`src/rtl/pipe_pkg.sv`:
```
// Shared types and helpers for the pipeline return buffer.
// Status export layout and counter width helper.
package pipe_pkg;

  localparam int STATUS_W = 16;

  function automatic int clog2_plus1(input int depth);
    return $clog2(depth + 1);
  endfunction

  typedef struct packed {
    logic [STATUS_W-1:0] count;
    logic [STATUS_W-1:0] inflight;
  } status_t;

endpackage

```
`src/rtl/return_fifo_mem.sv`:
```
// Result storage: DEPTH x WIDTH register array, one write port, async read.
// Contents are deliberately left unreset.
module return_fifo_mem #(
  parameter int WIDTH = 32,
  parameter int DEPTH = 8,
  parameter int AW    = 3
) (
  input  logic             clk,
  input  logic             we,
  input  logic [AW-1:0]    waddr,
  input  logic [WIDTH-1:0] wdata,
  input  logic [AW-1:0]    raddr,
  output logic [WIDTH-1:0] rdata
);

  logic [WIDTH-1:0] mem [DEPTH];

  always_ff @(posedge clk) begin
    if (we) mem[waddr] <= wdata;
  end

  assign rdata = mem[raddr];

endmodule

```
`src/rtl/pipeline_return_buffer.sv`:
```
// Credit-gated return buffer for a fixed-latency, non-stallable pipe.
// Converts returning results into a backpressurable valid/ready stream.
module pipeline_return_buffer
  import pipe_pkg::*;
#(
  parameter int LATENCY = 4,
  parameter int WIDTH   = 32,
  parameter int DEPTH   = 8
) (
  input  logic                          clk_in,
  input  logic                          rst_n_in,
  input  logic                          issue_valid_in,
  output logic                          issue_ready_out,
  output logic                          issue_fire_out,
  input  logic                          ret_valid_in,
  input  logic [WIDTH-1:0]              ret_data_in,
  output logic                          out_valid_out,
  input  logic                          out_ready_in,
  output logic [WIDTH-1:0]              out_data_out,
  output logic [clog2_plus1(DEPTH)-1:0] count_out,
  output logic [clog2_plus1(DEPTH)-1:0] inflight_out,
  output logic                          error_out
);

  localparam int CW = clog2_plus1(DEPTH);
  localparam int AW = (DEPTH > 1) ? $clog2(DEPTH) : 1;
  localparam logic [CW-1:0] FULL = CW'(DEPTH);
  localparam logic [AW-1:0] LAST = AW'(DEPTH - 1);

  logic [CW-1:0]      count, inflight, free;
  logic [AW-1:0]      rd_ptr, wr_ptr;
  logic [LATENCY-1:0] expect_sr;
  logic               pop, push, expected, error;

  function automatic logic [AW-1:0] next_ptr(input logic [AW-1:0] p);
    return (p == LAST) ? '0 : p + AW'(1);
  endfunction

  // Credits come from registered state only, so a pop frees a credit one cycle later.
  assign free            = FULL - count - inflight;
  assign issue_ready_out = (free != '0);
  assign issue_fire_out  = issue_valid_in & issue_ready_out;
  assign out_valid_out   = (count != '0);
  assign pop             = out_valid_out & out_ready_in;
  assign push            = ret_valid_in & ((count != FULL) | pop);
  assign expected        = expect_sr[LATENCY-1];

  generate
    if (LATENCY == 1) begin : g_sr_one
      always_ff @(posedge clk_in or negedge rst_n_in) begin
        if (!rst_n_in) expect_sr <= '0;
        else           expect_sr <= issue_fire_out;
      end
    end else begin : g_sr_many
      always_ff @(posedge clk_in or negedge rst_n_in) begin
        if (!rst_n_in) expect_sr <= '0;
        else           expect_sr <= {expect_sr[LATENCY-2:0], issue_fire_out};
      end
    end
  endgenerate

  always_ff @(posedge clk_in or negedge rst_n_in) begin
    if (!rst_n_in) begin
      count    <= '0;
      inflight <= '0;
      rd_ptr   <= '0;
      wr_ptr   <= '0;
      error    <= 1'b0;
    end else begin
      if (push && !pop)      count <= count + CW'(1);
      else if (pop && !push) count <= count - CW'(1);

      if (issue_fire_out && !ret_valid_in && inflight != FULL)
        inflight <= inflight + CW'(1);
      else if (ret_valid_in && !issue_fire_out && inflight != '0)
        inflight <= inflight - CW'(1);

      if (push) wr_ptr <= next_ptr(wr_ptr);
      if (pop)  rd_ptr <= next_ptr(rd_ptr);

      // Unexpected return timing or an overflowing push latches the error.
      if ((ret_valid_in != expected) || (ret_valid_in && count == FULL && !pop))
        error <= 1'b1;
    end
  end

  return_fifo_mem #(
    .WIDTH (WIDTH),
    .DEPTH (DEPTH),
    .AW    (AW)
  ) u_mem (
    .clk   (clk_in),
    .we    (push),
    .waddr (wr_ptr),
    .wdata (ret_data_in),
    .raddr (rd_ptr),
    .rdata (out_data_out)
  );

  assign count_out    = count;
  assign inflight_out = inflight;
  assign error_out    = error;

endmodule

```
`config.mk`:
```
export PLATFORM = sky130hd
export DESIGN_NAME = pipeline_return_buffer
export DESIGN_NICKNAME = d
export VERILOG_FILES = /design/src/rtl/pipe_pkg.sv /design/src/rtl/return_fifo_mem.sv /design/src/rtl/pipeline_return_buffer.sv
export SDC_FILE = /design/constraint.sdc
export NUM_CORES = 1
export LEC_CHECK = 0
export BUFFER_PORTS_ARGS = -buffer_cell sky130_fd_sc_hd__buf_2
export CAP_MARGIN = 20
export CELL_PAD_IN_SITES_DETAIL_PLACEMENT = 0
export CELL_PAD_IN_SITES_GLOBAL_PLACEMENT = 1
export CORE_ASPECT_RATIO = 0.9
export CORE_MARGIN = 2
export CORE_UTILIZATION = 30
export CTS_BUF_LIST = sky130_fd_sc_hd__clkbuf_8 sky130_fd_sc_hd__clkbuf_16
export CTS_CLUSTER_SIZE = 16
export DETAILED_ROUTE_END_ITERATION = 8
export PLACE_DENSITY_LB_ADDON = 0.1
export SETUP_SLACK_MARGIN = 0.4
export SLEW_MARGIN = 10
export SYNTH_ARGS = -nofsm -noshare
export SYNTH_HDL_FRONTEND = slang
export SYNTH_SLANG_ARGS = --single-unit
```
`constraint.sdc`:
```
create_clock -name clk_in -period 5.1 [get_ports clk_in]
set_clock_uncertainty 0.15 [all_clocks]
set_input_delay 0 -clock clk_in [delete_from_list [all_inputs] [get_ports clk_in]]
set_output_delay 0 -clock clk_in [all_outputs]
set_load 0.01 [all_outputs]
```
==> summary.txt, run 1 <==
Boundary pin count: 81
Multiplexer fraction of the synthesized cell area: 17.13%
Worst slew margin: 26.64%
End point of the worst hold path: u_mem.mem[5][23]$_DFFE_PP_
Starting Density: 30.22%
Syn_area_per_cell: 22.10 µm²
Total power of the final layout: 7528 µW
Rows: 66
Largest net degree at the start of global routing: 67
Die Footprint: 37630 µm²
Number of gates resized after cts: 0
Global routing usage summed across all routing layers: 12.70%
Die X-Extent: 204.3 µm
Number of antenna violations at the first check in global routing: 0
Largest family of logic cells by synthesized area: multiplexers
Kind of launch point of the worst setup path: register
Final hold viol count: 0
Synthesized-area fraction occupied by and/or/nand/nor cells: 1.930%
Number of vias per cell after detailed routing: 4.569
Buffer levels on the longest clock path: 3
Dominant register cell in the synthesized netlist: sky130_fd_sc_hd__edfxtp_1
Count of unique library cells instantiated by Yosys: 33
Xor/xnor share of the synthesized area: 0.9821%
Port Buffer Count: 80
Final number of max-transition violations: 0
Initial DRT Pass Iterations: 4
Die H: 184.2 µm
Critical R2R Capture: inflight_out[3]$_DFFE_PN0P_
Instance count along the most critical hold path: 2
Final-layout worst hold slack: 0.1070 ns
Post-CTS Repair Setup Buffers: 0
Clock latency reported for the late side of the worst-skew pair: 0.54 ns
Top-count cell post-synth: sky130_fd_sc_hd__edfxtp_1
Number of storage elements in the synthesis netlist: 275
Count of flip-flops with a built-in enable after synthesis: 256
Outcome: completed
Remaining Overflow, GRT: 0
Worst hold start: ret_data_in[23]
Least-Margin Pin Slew: 1.100 ns
Final critical-path share of the clock period: 82.11%
Synthesized-area fraction occupied by adder cells: 2.057%
Cell count of the worst reg-to-reg path: 14
CTS root buf: sky130_fd_sc_hd__clkbuf_16
Nature of the critical path endpoint: register
Compound-Gate Fraction of Synth Area: 1.259%
Synthesized instance count: 490
Vias in the first global route: 5717
Setup slack on the worst flop-to-flop path: 0.91 ns
Post-synth net total: 543
Area share of the leading cell type in the synthesized netlist: 70.99%
Timing startpoint of the critical path: inflight_out[1]$_DFFE_PN0P_
Unrepaired setup endpoints after global routing: no
Maximum net fanout on the critical path: 12
Core outline area: 35840 µm²
Fill cell total of the finished layout: 3359
DRT met1 WL: 10290 µm
Number of max-cap violations: 0
Synthesis-to-layout area growth: 22.03%
Clock-pin transition on the worst setup and hold timing paths: 0.06 ns
Met3 layer wire length in the routed design: 830 µm
Clk sink count: 275
Pleak: 0.004461 µW
Net total in the final layout: 684
Synthesis Warnings: 0
Path category of the worst min-delay check: input port to register
Async set-reset flop share out of synthesis: 6.909%
Library cell with the largest summed area after synthesis: sky130_fd_sc_hd__edfxtp_1
Worst EP arrival: 4.50 ns
TritonCTS Buffers: 31
Launching point of the worst reg2reg path: inflight_out[1]$_DFFE_PN0P_
CTS H-Tree Depth: 1
TritonCTS clock tree: built
Required arrival time at the worst endpoint: 5.41 ns
Leading post-synthesis cells by cell area: sky130_fd_sc_hd__edfxtp_1, sky130_fd_sc_hd__mux4_2, sky130_fd_sc_hd__dfrtp_1
Detailed-route via count: 5167
Placed cells: 1037
Pwr per Cell Area: 569.7 nW/µm²
Share of post-route cells with drive strength above 1: 38.32%
Final Critical Period: 4.188 ns
Uppermost layer routed: met4
Ranking of synthesized cells by instance count: sky130_fd_sc_hd__edfxtp_1, sky130_fd_sc_hd__mux4_2, sky130_fd_sc_hd__mux2_2
Count of non-filler cells in the finished layout: 1131
Total negative slack for setup checks: 0 ns
Final WL: 23320 µm
Detailed-routed wire length on met2: 11750 µm
FMAX: 238.8 MHz
First-pass GRT wire length: 35490 µm
Initial detailed-routing violation count: 296
Post-DP HPWL: 12410 µm
Number of setup violations in the final report: 0
Count of nets left with antenna violations after detail routing: 0
N_diodes: 0
Setup CP Type: register to register
Final core occ: 36.87%
Average routed wire per standard cell: 20.62 µm
Total DRC errors in the routed layout: 0
Cell area after synthesis: 10830 µm²
GPL Wtd Cong: 0.7432
Peak supply drop: 0.0003097 V
Sequential-to-total area share from yosys stat: 75.38%
-- metal layers --
layer	vias to the layer above	GRT usage, %
li1	2304	-
met1	2750	17.08
met2	84	21.57
met3	29	1.980
met4	0	3.159
met5	-	0
-- logic make-up (layout without fill, tap and decap cells) --
| group | count (synthesis) | in the layout |
|---|---|---|
| flops | 275 | 275 |
| mux | 101 | 101 |
| simple gates | 41 | 41 |
| buf+inv | 30 | 195 |
| compound gates | 17 | 17 |
| fa+ha+maj | 16 | 16 |
| xor+xnor | 10 | 10 |
-- registers in the layout, indices dropped and copies added, names as in the netlist --
name	flops
count_out	4
error_out	1
expect_sr	4
inflight_out	4
rd_ptr	3
u_mem.mem	256
wr_ptr	3
-- through the flow --
stage | worst slack [ns] | instance area (µm²)
2_1_floorplan | 1.273 | 10830
3_3_place_gp | 1.057 | 11870
3_5_place_dp | 0.9061 | 11870
4_1_cts | 0.8952 | 13220
5_1_grt | 0.5667 | 13220
6_report | 0.9122 | 13220
-- worst max-delay path: stages, from the launching register on --
cell,delay (ns)
sky130_fd_sc_hd__dfrtp_1,0.48
sky130_fd_sc_hd__ha_1,0.32
sky130_fd_sc_hd__inv_1,0.04
sky130_fd_sc_hd__ha_1,0.19
sky130_fd_sc_hd__fa_1,0.37
sky130_fd_sc_hd__xnor2_1,0.14
sky130_fd_sc_hd__xnor2_1,0.16
sky130_fd_sc_hd__a21boi_2,0.60
sky130_fd_sc_hd__nand2_1,0.24
sky130_fd_sc_hd__ha_1,0.34
sky130_fd_sc_hd__a21o_1,0.16
sky130_fd_sc_hd__a21oi_1,0.27
sky130_fd_sc_hd__nand2_1,0.10
sky130_fd_sc_hd__or4_1,0.41
sky130_fd_sc_hd__o211ai_1,0.10
-- layout make-up --
| cell class | count | area, µm² | share of cell area [%] |
|---|---|---|---|
| clock buffer | 31 | 775.7 | 5.870 |
| clock inverter | 26 | 196.4 | 1.486 |
| inverter | 10 | 37.54 | 0.2840 |
| multi-input combinational | 185 | 2585 | 19.56 |
| sequential | 275 | 8172 | 61.83 |
| tap | 476 | 595.6 | 4.507 |
| timing repair buffer | 128 | 853.3 | 6.457 |
-- what timing repair did --
item                                   in CTS  in global routing
setup endpoints to repair                   0                  0
endpoints found under the hold margin     287                  0
hold buffers                               37                  0
-- power breakdown --
| group | switching [µW] | total (µW) | leakage [µW] | internal [µW] |
|---|---|---|---|---|
| combinational | 1060 | 2210 | 0.00140 | 1150 |
| sequential | 382 | 3210 | 0.00254 | 2830 |
| clock | 855 | 2100 | 0.000512 | 1250 |
-- worst max path at each step --
stage,end,slack [ns],cells past startpoint
floorplan,u_mem.mem[0][0]$_DFFE_PP_,1.27,3
global placement,inflight_out[3]$_DFFE_PN0P_,1.06,14
detailed placement,inflight_out[3]$_DFFE_PN0P_,0.91,14
CTS,inflight_out[3]$_DFFE_PN0P_,0.90,14
global route,inflight_out[3]$_DFFE_PN0P_,0.57,14
finish,inflight_out[3]$_DFFE_PN0P_,0.91,14
-- cell usage in the layout, fill, tap and decap left out, drive strengths merged --
master / count
edfxtp: 256
buf: 91
mux4: 64
dlygate4sd3: 37
mux2: 35
clkbuf: 31
inv: 20
dfrtp: 19
nand2: 13
ha: 13
clkinv: 13
nor2: 10
xnor2: 8
nor3: 6
nand2b: 4
a21oi: 4
o21ai: 4
a21o: 3
fa: 3
bufinv: 3
or4: 2
xor2: 2
a221oi: 2
nor2b: 2
mux2i: 2
o41ai: 1
or2: 1
a21boi: 1
nor4: 1
nor3b: 1
nor4b: 1
o211ai: 1
a211o: 1
(Power assumes the default switching activity.)
==> run 2, diff against run 1 <==
Settings changed: ABC_AREA set to 1.
Clock period 5.1 ns to 3.64 ns, I/O delays scaled along.
==> summary.txt, run 2 <==
Outcome: completed (unchanged)
Detailed-route via count: 6863 (was 5167)
Average routed wire per standard cell: 18.51 µm (was 20.62 µm)
Peak supply drop: 0.0003343 V (was 0.0003097 V)
FMAX: 338.4 MHz
Starting Density: 30.55% (was 30.22%)
Max reg flops: 256 (unchanged)
Critical-path cell list: inv_4, buf_4, o21ai_0, o22ai_1, nor2_1, a31oi_1, buf_2 (was ha_1, inv_1, ha_1, fa_1, xnor2_1, xnor2_1, a21boi_2, nand2_1, ha_1, a21o_1, a21oi_1, nand2_1, or4_1, o211ai_1)
Sequential-to-total area share from yosys stat: 73.69% (was 75.38%)
Final critical-path share of the clock period: 81.19%
Syn_area_per_cell: 12.70 µm² (was 22.10 µm²)
Path category of the worst min-delay check: input port to register (unchanged)
TritonCTS clock tree: built (unchanged)
TritonCTS Buffers: 31 (unchanged)
Initial DRT Pass Iterations: 6 (was 4)
CTS root buf: sky130_fd_sc_hd__clkbuf_16 (unchanged)
First-pass GRT wire length: 42410 µm (was 35490 µm)
Number of max-cap violations: 0 (unchanged)
Number of antenna violations at the first check in global routing: 2 (was 0)
Number of vias per cell after detailed routing: 4.591 (was 4.569)
Count of nets left with antenna violations after detail routing: 0 (unchanged)
Remaining Overflow, GRT: 0 (unchanged)
Number of storage elements in the synthesis netlist: 275 (unchanged)
Unrepaired setup endpoints after global routing: no (unchanged)
Clock latency reported for the late side of the worst-skew pair: 0.55 ns (was 0.54 ns)
Top-count cell post-synth: sky130_fd_sc_hd__edfxtp_1 (unchanged)
Leading post-synthesis cells by cell area: sky130_fd_sc_hd__edfxtp_1, sky130_fd_sc_hd__nor2_1, sky130_fd_sc_hd__o21ai_0 (was sky130_fd_sc_hd__edfxtp_1, sky130_fd_sc_hd__mux4_2, sky130_fd_sc_hd__dfrtp_1)
Final Critical Period: 2.955 ns
Delay of the slowest cell on the worst path: 0.63 ns (was 0.60 ns)
Cell at the slowest stage of the critical path: sky130_fd_sc_hd__dfrtp_4 (was sky130_fd_sc_hd__a21boi_2)
Area share of the leading cell type in the synthesized netlist: 69.40% (was 70.99%)
Share of post-route cells with drive strength above 1: 17.11% (was 38.32%)
Rows: 66 (unchanged)
Total negative slack for setup checks: 0 ns (unchanged)
Count of unique library cells instantiated by Yosys: 29 (was 33)
Clk sink count: 275 (unchanged)
Async set-reset flop share out of synthesis: 6.909% (unchanged)
Die H: 186.3 µm (was 184.2 µm)
Port Buffer Count: 80 (unchanged)
Library cell with the largest summed area after synthesis: sky130_fd_sc_hd__edfxtp_1 (unchanged)
Core outline area: 36250 µm² (was 35840 µm²)
Total power of the final layout: 11140 µW (was 7528 µW)
Net total in the final layout: 1048 (was 684)
Final number of max-transition violations: 0 (unchanged)
Register with the most flip-flops: u_mem.mem (unchanged)
Post-synth net total: 925 (was 543)
Pleak: 0.004737 µW (was 0.004461 µW)
Boundary pin count: 81 (unchanged)
Leading cell types in the layout, fill and taps excluded: sky130_fd_sc_hd__edfxtp_1, sky130_fd_sc_hd__nor2_1, sky130_fd_sc_hd__o21ai_0 (was sky130_fd_sc_hd__edfxtp_1, sky130_fd_sc_hd__buf_2, sky130_fd_sc_hd__mux4_2)
Die Footprint: 38480 µm² (was 37630 µm²)
Worst slew margin: 57.50% (was 26.64%)
Final WL: 27670 µm (was 23320 µm)
Clock-pin transition on the worst setup and hold timing paths: 0.06 ns (about the same)
Ranking of synthesized cells by instance count: sky130_fd_sc_hd__edfxtp_1, sky130_fd_sc_hd__nor2_1, sky130_fd_sc_hd__o21ai_0 (was sky130_fd_sc_hd__edfxtp_1, sky130_fd_sc_hd__mux4_2, sky130_fd_sc_hd__mux2_2)
Setup CP Type: register to output pin (was register to register)
Largest net degree at the start of global routing: 53 (was 67)
GPL Wtd Cong: 0.7207 (was 0.7432)
Synthesized instance count: 872 (was 490)
Global routing usage summed across all routing layers: 14.57% (was 12.70%)
Required arrival time at the worst endpoint: 3.49 ns (was 5.41 ns)
Most common library cell in the layout ignoring fill and taps: sky130_fd_sc_hd__edfxtp_1 (unchanged)
Pwr per Cell Area: 826.8 nW/µm² (was 569.7 nW/µm²)
Count of flip-flops with a built-in enable after synthesis: 256 (unchanged)
Total DRC errors in the routed layout: 0 (unchanged)
Number of setup violations in the final report: 0 (unchanged)
Initial detailed-routing violation count: 379 (was 296)
Maximum net fanout on the critical path: 52 (was 12)
Dominant register cell in the synthesized netlist: sky130_fd_sc_hd__edfxtp_1 (unchanged)
CTS H-Tree Depth: 1 (unchanged)
Least-Margin Pin Slew: 0.6366 ns (was 1.100 ns)
Synthesis Warnings: 0 (unchanged)
Vias in the first global route: 6944 (was 5717)
Synthesis-to-layout area growth: 21.67% (was 22.03%)
Kind of launch point of the worst setup path: register (unchanged)
Post-DP HPWL: 14570 µm (was 12410 µm)
Final hold viol count: 0 (unchanged)
Worst EP arrival: 2.81 ns (was 4.50 ns)
Cell area after synthesis: 11080 µm² (was 10830 µm²)
Buffer levels on the longest clock path: 3 (unchanged)
Nature of the critical path endpoint: output pin (was register)
Die X-Extent: 206.5 µm (was 204.3 µm)
-- run 2: changes by cell type in the layout (fill, tap and decap cells not counted), sizes merged, moves of 32 or more --
cell / before / now
a31oi: 0 / 34
mux2: 35 / 0
mux4: 64 / 0
nand2: 13 / 47
nor2: 10 / 240
o21ai: 4 / 137
o22ai: 0 / 32
-- run 2: worst paths after layout --
check / startpoint / to / slack (ns) / depth (start not counted)
worst max-delay path: rd_ptr[0]$_DFFE_PN0N_ / out_data_out[8] / 0.68 / 7
worst min-delay path: ret_data_in[14] / u_mem.mem[4][14]$_DFFE_PP_ / 0.11 / 2
worst max register to register: inflight_out[1]$_DFFE_PN0P_ / inflight_out[3]$_DFFE_PN0P_ / 0.69 / 17
worst min register to register: expect_sr[1]$_DFF_PN0_ / expect_sr[2]$_DFF_PN0_ / 0.20 / 0
max in group asynchronous: rst_n_in / rd_ptr[0]$_DFFE_PN0N_ / 2.70 / 4
min in group asynchronous: rst_n_in / count_out[2]$_DFFE_PN0P_ / 0.25 / 3
-- run 2: critical path: cells and delay by family, from the launching register on --
family          cells  cell delay [ns]
compound gates      3             0.53
buf+inv             3             1.03
simple gates        1             0.06
flops               1             0.63
-- run 2: layout make-up --
type                    count  area (µm²)
flip-flops and latches    275        8170
clock inverters            24       209.0
multi-input cells         523        2641
inverters                  25       96.34
clock buffers              31       775.7
fillers                  3541       22780
well taps                 476       595.6
diodes                      2       5.005
repair buffers            139       983.4
-- run 2: through the flow --
stage / cell area [µm²] / hold WS [ns] / utilization (%) / worst slack, ns / cells
global placement: 12060 / -0.1643 / 33.26 / 0.5223 / 1399
floorplan: 11080 / -0.4456 / - / 0.6213 / 872
detailed placement: 12060 / -0.1606 / 33.26 / 0.5059 / 1399
CTS: 13420 / 0.08174 / 37.02 / 0.4720 / 1492
finish: 13480 / 0.1077 / 37.17 / 0.6846 / 1495
global route: 13470 / 0.1137 / 37.17 / 0.4412 / 1494
-- run 2: where the power goes --
part	leakage [µW]	total [µW]	switching [µW]	internal, µW
Sequential	0.00254	4240	263	3980
Clock	0.000507	3010	1200	1810
Combinational	0.00168	3890	2590	1300
-- run 2: logic make-up after synthesis --
logic type                 count (synthesis)  synth area share (%)
xor gates and xnor gates                   5                0.3954
and+or+nand+nor                          297                 10.69
AOI/OAI and AO/OA                        205                 10.03
adders and majority gates                 16                 2.011
DFF                                      275                 73.69
buffers and inverters                     74                 3.185
-- run 2: timing repair --
action | CTS | global route
hold buffers | 38 | 0
resized for setup | 0 | 5
buffers inserted | 0 | 0
endpoints found under the hold margin | 290 | 0
setup endpoints to repair | 0 | 1
-- run 2: layer usage --
metal	wire (µm)	track usage, %	up-vias	part of all wire, %
met2	13070	24.28	88	47
met1	13180	20.21	3356	48
met3	957	2.160	33	3.5
li1	-	-	3386	-
met5	0	0	-	0
met4	463	3.114	0	1.7
==> run 3, diff against run 2 <==
Clock period 3.64 ns to 2.7 ns, I/O delays scaled along.
==> summary.txt, run 3 (synthesized netlist as in run 2, its figures left out) <==
Kind of launch point of the worst setup path: register (unchanged)
Final hold viol count: 0 (unchanged)
Peak supply drop: 0.0005605 V (was 0.0003343 V)
Switching share of power: 36.52% (was 36.37%)
Post-DP HPWL: 15210 µm (was 14570 µm)
Least-Margin Pin Slew: 0.4601 ns (was 0.6366 ns)
Area of all placed cells without fillers: 15950 µm² (was 13480 µm²)
Port Buffer Count: 80 (unchanged)
Final Critical Period: 2.776 ns
CTS H-Tree Depth: 1 (unchanged)
Met1 usage in global routing: 22.36% (was 20.21%)
Total negative slack for setup checks: -0.1543 ns (was 0 ns)
Critical-path cell list: ha_4, inv_2, ha_4, fa_2, nand2_1, nand2_1, nand2_2, nand2_2, nand2_4, nand3_4, buf_4, buf_6, fa_2, xor2_1, nand2_1, o21ai_1 (was inv_4, buf_4, o21ai_0, o22ai_1, nor2_1, a31oi_1, buf_2)
GPL Wtd Cong: 0.7213 (was 0.7207)
Global-route layer with the greatest usage: met2 (unchanged)
Critical R2R Capture: inflight_out[2]$_DFFE_PN0P_ (was inflight_out[3]$_DFFE_PN0P_)
Worst slew margin: 69.23% (was 57.50%)
Synthesis-to-layout area growth: 43.98% (was 21.67%)
Relative contribution of sequential cells to total power: 29.8% (was 38.0%)
Final WL: 31580 µm (was 27670 µm)
Share of post-route cells with drive strength above 1: 36.78% (was 17.11%)
Path category of the worst min-delay check: input port to register (unchanged)
Largest delay share family, worst path: adder cells (was buffers and inverters)
Number of antenna violations at the first check in global routing: 0 (was 2)
Initial DRT Pass Iterations: 4 (was 6)
Vias in the first global route: 7435 (was 6944)
Largest net degree at the start of global routing: 34 (was 53)
Setup slack on the worst flop-to-flop path: -0.08 ns (was 0.69 ns)
Pre-CTS setup slack: -0.1150 ns (was 0.5059 ns)
Clk sink count: 275 (unchanged)
Clock-pin transition on the worst setup and hold timing paths: 0.06 ns (about the same)
Psw: 6880 µW (was 4052 µW)
Smallest setup slack after layout: -0.07647 ns (was 0.6846 ns)
Net total in the final layout: 1152 (was 1048)
Unrepaired setup endpoints after global routing: yes (was no)
Worst EP arrival: 3.05 ns (was 2.81 ns)
Maximum net fanout on the critical path: 3 (was 52)
Die X-Extent: 206.5 µm (unchanged)
Rows: 66 (unchanged)
Number of buffers and inverters on the critical path: 3 (unchanged)
Final number of max-transition violations: 0 (unchanged)
Initial detailed-routing violation count: 348 (was 379)
Starting Density: 30.55% (unchanged)
Total DRC errors in the routed layout: 0 (unchanged)
Outcome: complete, but fails checks (was completed)
Most common library cell in the layout ignoring fill and taps: sky130_fd_sc_hd__edfxtp_1 (unchanged)
TritonCTS Buffers: 31 (unchanged)
Cell at the slowest stage of the critical path: sky130_fd_sc_hd__dfrtp_2 (was sky130_fd_sc_hd__dfrtp_4)
Proportion of power drawn by the clock network: 20.2% (was 27.0%)
Number of max-cap violations: 0 (unchanged)
Remaining Overflow, GRT: 0 (unchanged)
Number of vias per cell after detailed routing: 4.657 (was 4.591)
Detailed-route via count: 7446 (was 6863)
Cell count of the worst reg-to-reg path: 16 (was 17)
Int Pwr: 11960 µW (was 7091 µW)
Count of nets left with antenna violations after detail routing: 0 (unchanged)
Proportion of power drawn by combinational gates: 50.0% (was 34.9%)
Fill cell total of the finished layout: 3345 (was 3541)
Failing checks: setup timing
Register with the most flip-flops: u_mem.mem (unchanged)
Setup CP Type: register to register (was register to output pin)
Average routed wire per standard cell: 19.75 µm (was 18.51 µm)
Area post-placement: 12430 µm² (was 12060 µm²)
Die Footprint: 38480 µm² (unchanged)
Launching point of the worst reg2reg path: inflight_out[1]$_DFFE_PN0P_ (unchanged)
Pwr per Cell Area: 1181 nW/µm² (was 826.8 nW/µm²)
Global routing usage summed across all routing layers: 15.95% (was 14.57%)
Nature of the critical path endpoint: register (was output pin)
Final critical-path share of the clock period: 102.8%
Logic depth of the worst setup path including buffers: 16 (was 7)
Max reg flops: 256 (unchanged)
TritonCTS clock tree: built (unchanged)
CTS root buf: sky130_fd_sc_hd__clkbuf_16 (unchanged)
Pleak: 0.005741 µW (was 0.004737 µW)
FMAX: 360.2 MHz
Core outline area: 36250 µm² (unchanged)
Clock latency reported for the late side of the worst-skew pair: 0.55 ns (about the same)
Most frequent cell on the critical path: sky130_fd_sc_hd__nand2_1
Endpoint of the most critical setup path: inflight_out[2]$_DFFE_PN0P_ (was out_data_out[8])
Die H: 186.3 µm (unchanged)
N_diodes: 0 (was 2)
Leading cell types in the layout, fill and taps excluded: sky130_fd_sc_hd__edfxtp_1, sky130_fd_sc_hd__nor2_1, sky130_fd_sc_hd__buf_2 (was sky130_fd_sc_hd__edfxtp_1, sky130_fd_sc_hd__nor2_1, sky130_fd_sc_hd__o21ai_0)
Boundary pin count: 81 (unchanged)
Grt met2 use: 26.60% (was 24.28%)
Required arrival time at the worst endpoint: 2.98 ns (was 3.49 ns)
Met3 track utilization from global routing: 2.247% (was 2.160%)
First-pass GRT wire length: 45760 µm (was 42410 µm)
Delay of the slowest cell on the worst path: 0.43 ns (was 0.63 ns)
Number of setup violations in the final report: 3 (was 0)
Timing startpoint of the critical path: inflight_out[1]$_DFFE_PN0P_ (was rd_ptr[0]$_DFFE_PN0N_)
Buffer levels on the longest clock path: 3 (unchanged)
run 3: worst min path at each step:
stage	end	startpoint	depth (start not counted)	slack, ns
final	u_mem.mem[0][28]$_DFFE_PP_	ret_data_in[28]	2	0.09
after global routing	u_mem.mem[1][28]$_DFFE_PP_	ret_data_in[28]	2	0.10
after CTS	u_mem.mem[1][28]$_DFFE_PP_	ret_data_in[28]	2	0.08
after detailed placement	inflight_out[2]$_DFFE_PN0P_	rst_n_in	1	-0.15
after global placement	inflight_out[3]$_DFFE_PN0P_	rst_n_in	1	-0.14
after floorplan	count_out[0]$_DFFE_PN0P_	rst_n_in	0	-0.45
run 3: what timing repair did:
| item | CTS | global route |
|---|---|---|
| buffers inserted | 27 | 22 |
| hold buffers | 37 | 0 |
| pin swaps | 74 | 108 |
| endpoints found under the setup margin | 41 | 153 |
| hold endpoints to repair | 291 | 0 |
| gates resized for setup | 145 | 184 |
| cloned | 16 | 14 |
run 3: area by class of cell:
cell class | count | area (µm²) | area share (%)
Sequential cell | 275 | 8172 | 51.24
Clock inverter | 26 | 145.1 | 0.9100
Timing Repair inverter | 1 | 8.758 | 0.05492
Inverter | 25 | 125.1 | 0.7845
Multi-Input combinational cell | 523 | 3405 | 21.35
Timing Repair Buffer | 242 | 2723 | 17.07
Tap cell | 476 | 595.6 | 3.734
Clock buffer | 31 | 775.7 | 4.864
run 3: routing by layer:
layer	up-vias	part of all wire, %
li1	3631	-
met1	3660	48
met4	0	1.5
met3	30	4.1
met5	-	0
met2	125	47
run 3: power by group through the flow:
stage	logic [µW]	registers [µW]	clock network, µW
after global placement	5990	5670	0
after CTS	7950	5590	3930
after floorplan	3680	5670	0
final	9420	5610	3810
after global routing	10300	5670	4100
after detailed placement	5980	5670	0
run 3: metrics by stage:
step                hold slack [ns]  std cells  power [µW]  utilization, %
floorplan                   -0.4456        872        9350               -
global placement            -0.1383       1425       11660           34.29
detailed placement          -0.1457       1425       11650           34.29
CTS                         0.07591       1562       17460           40.91
global route                 0.1000       1599       20020           43.99
finish                      0.09371       1599       18840           43.99
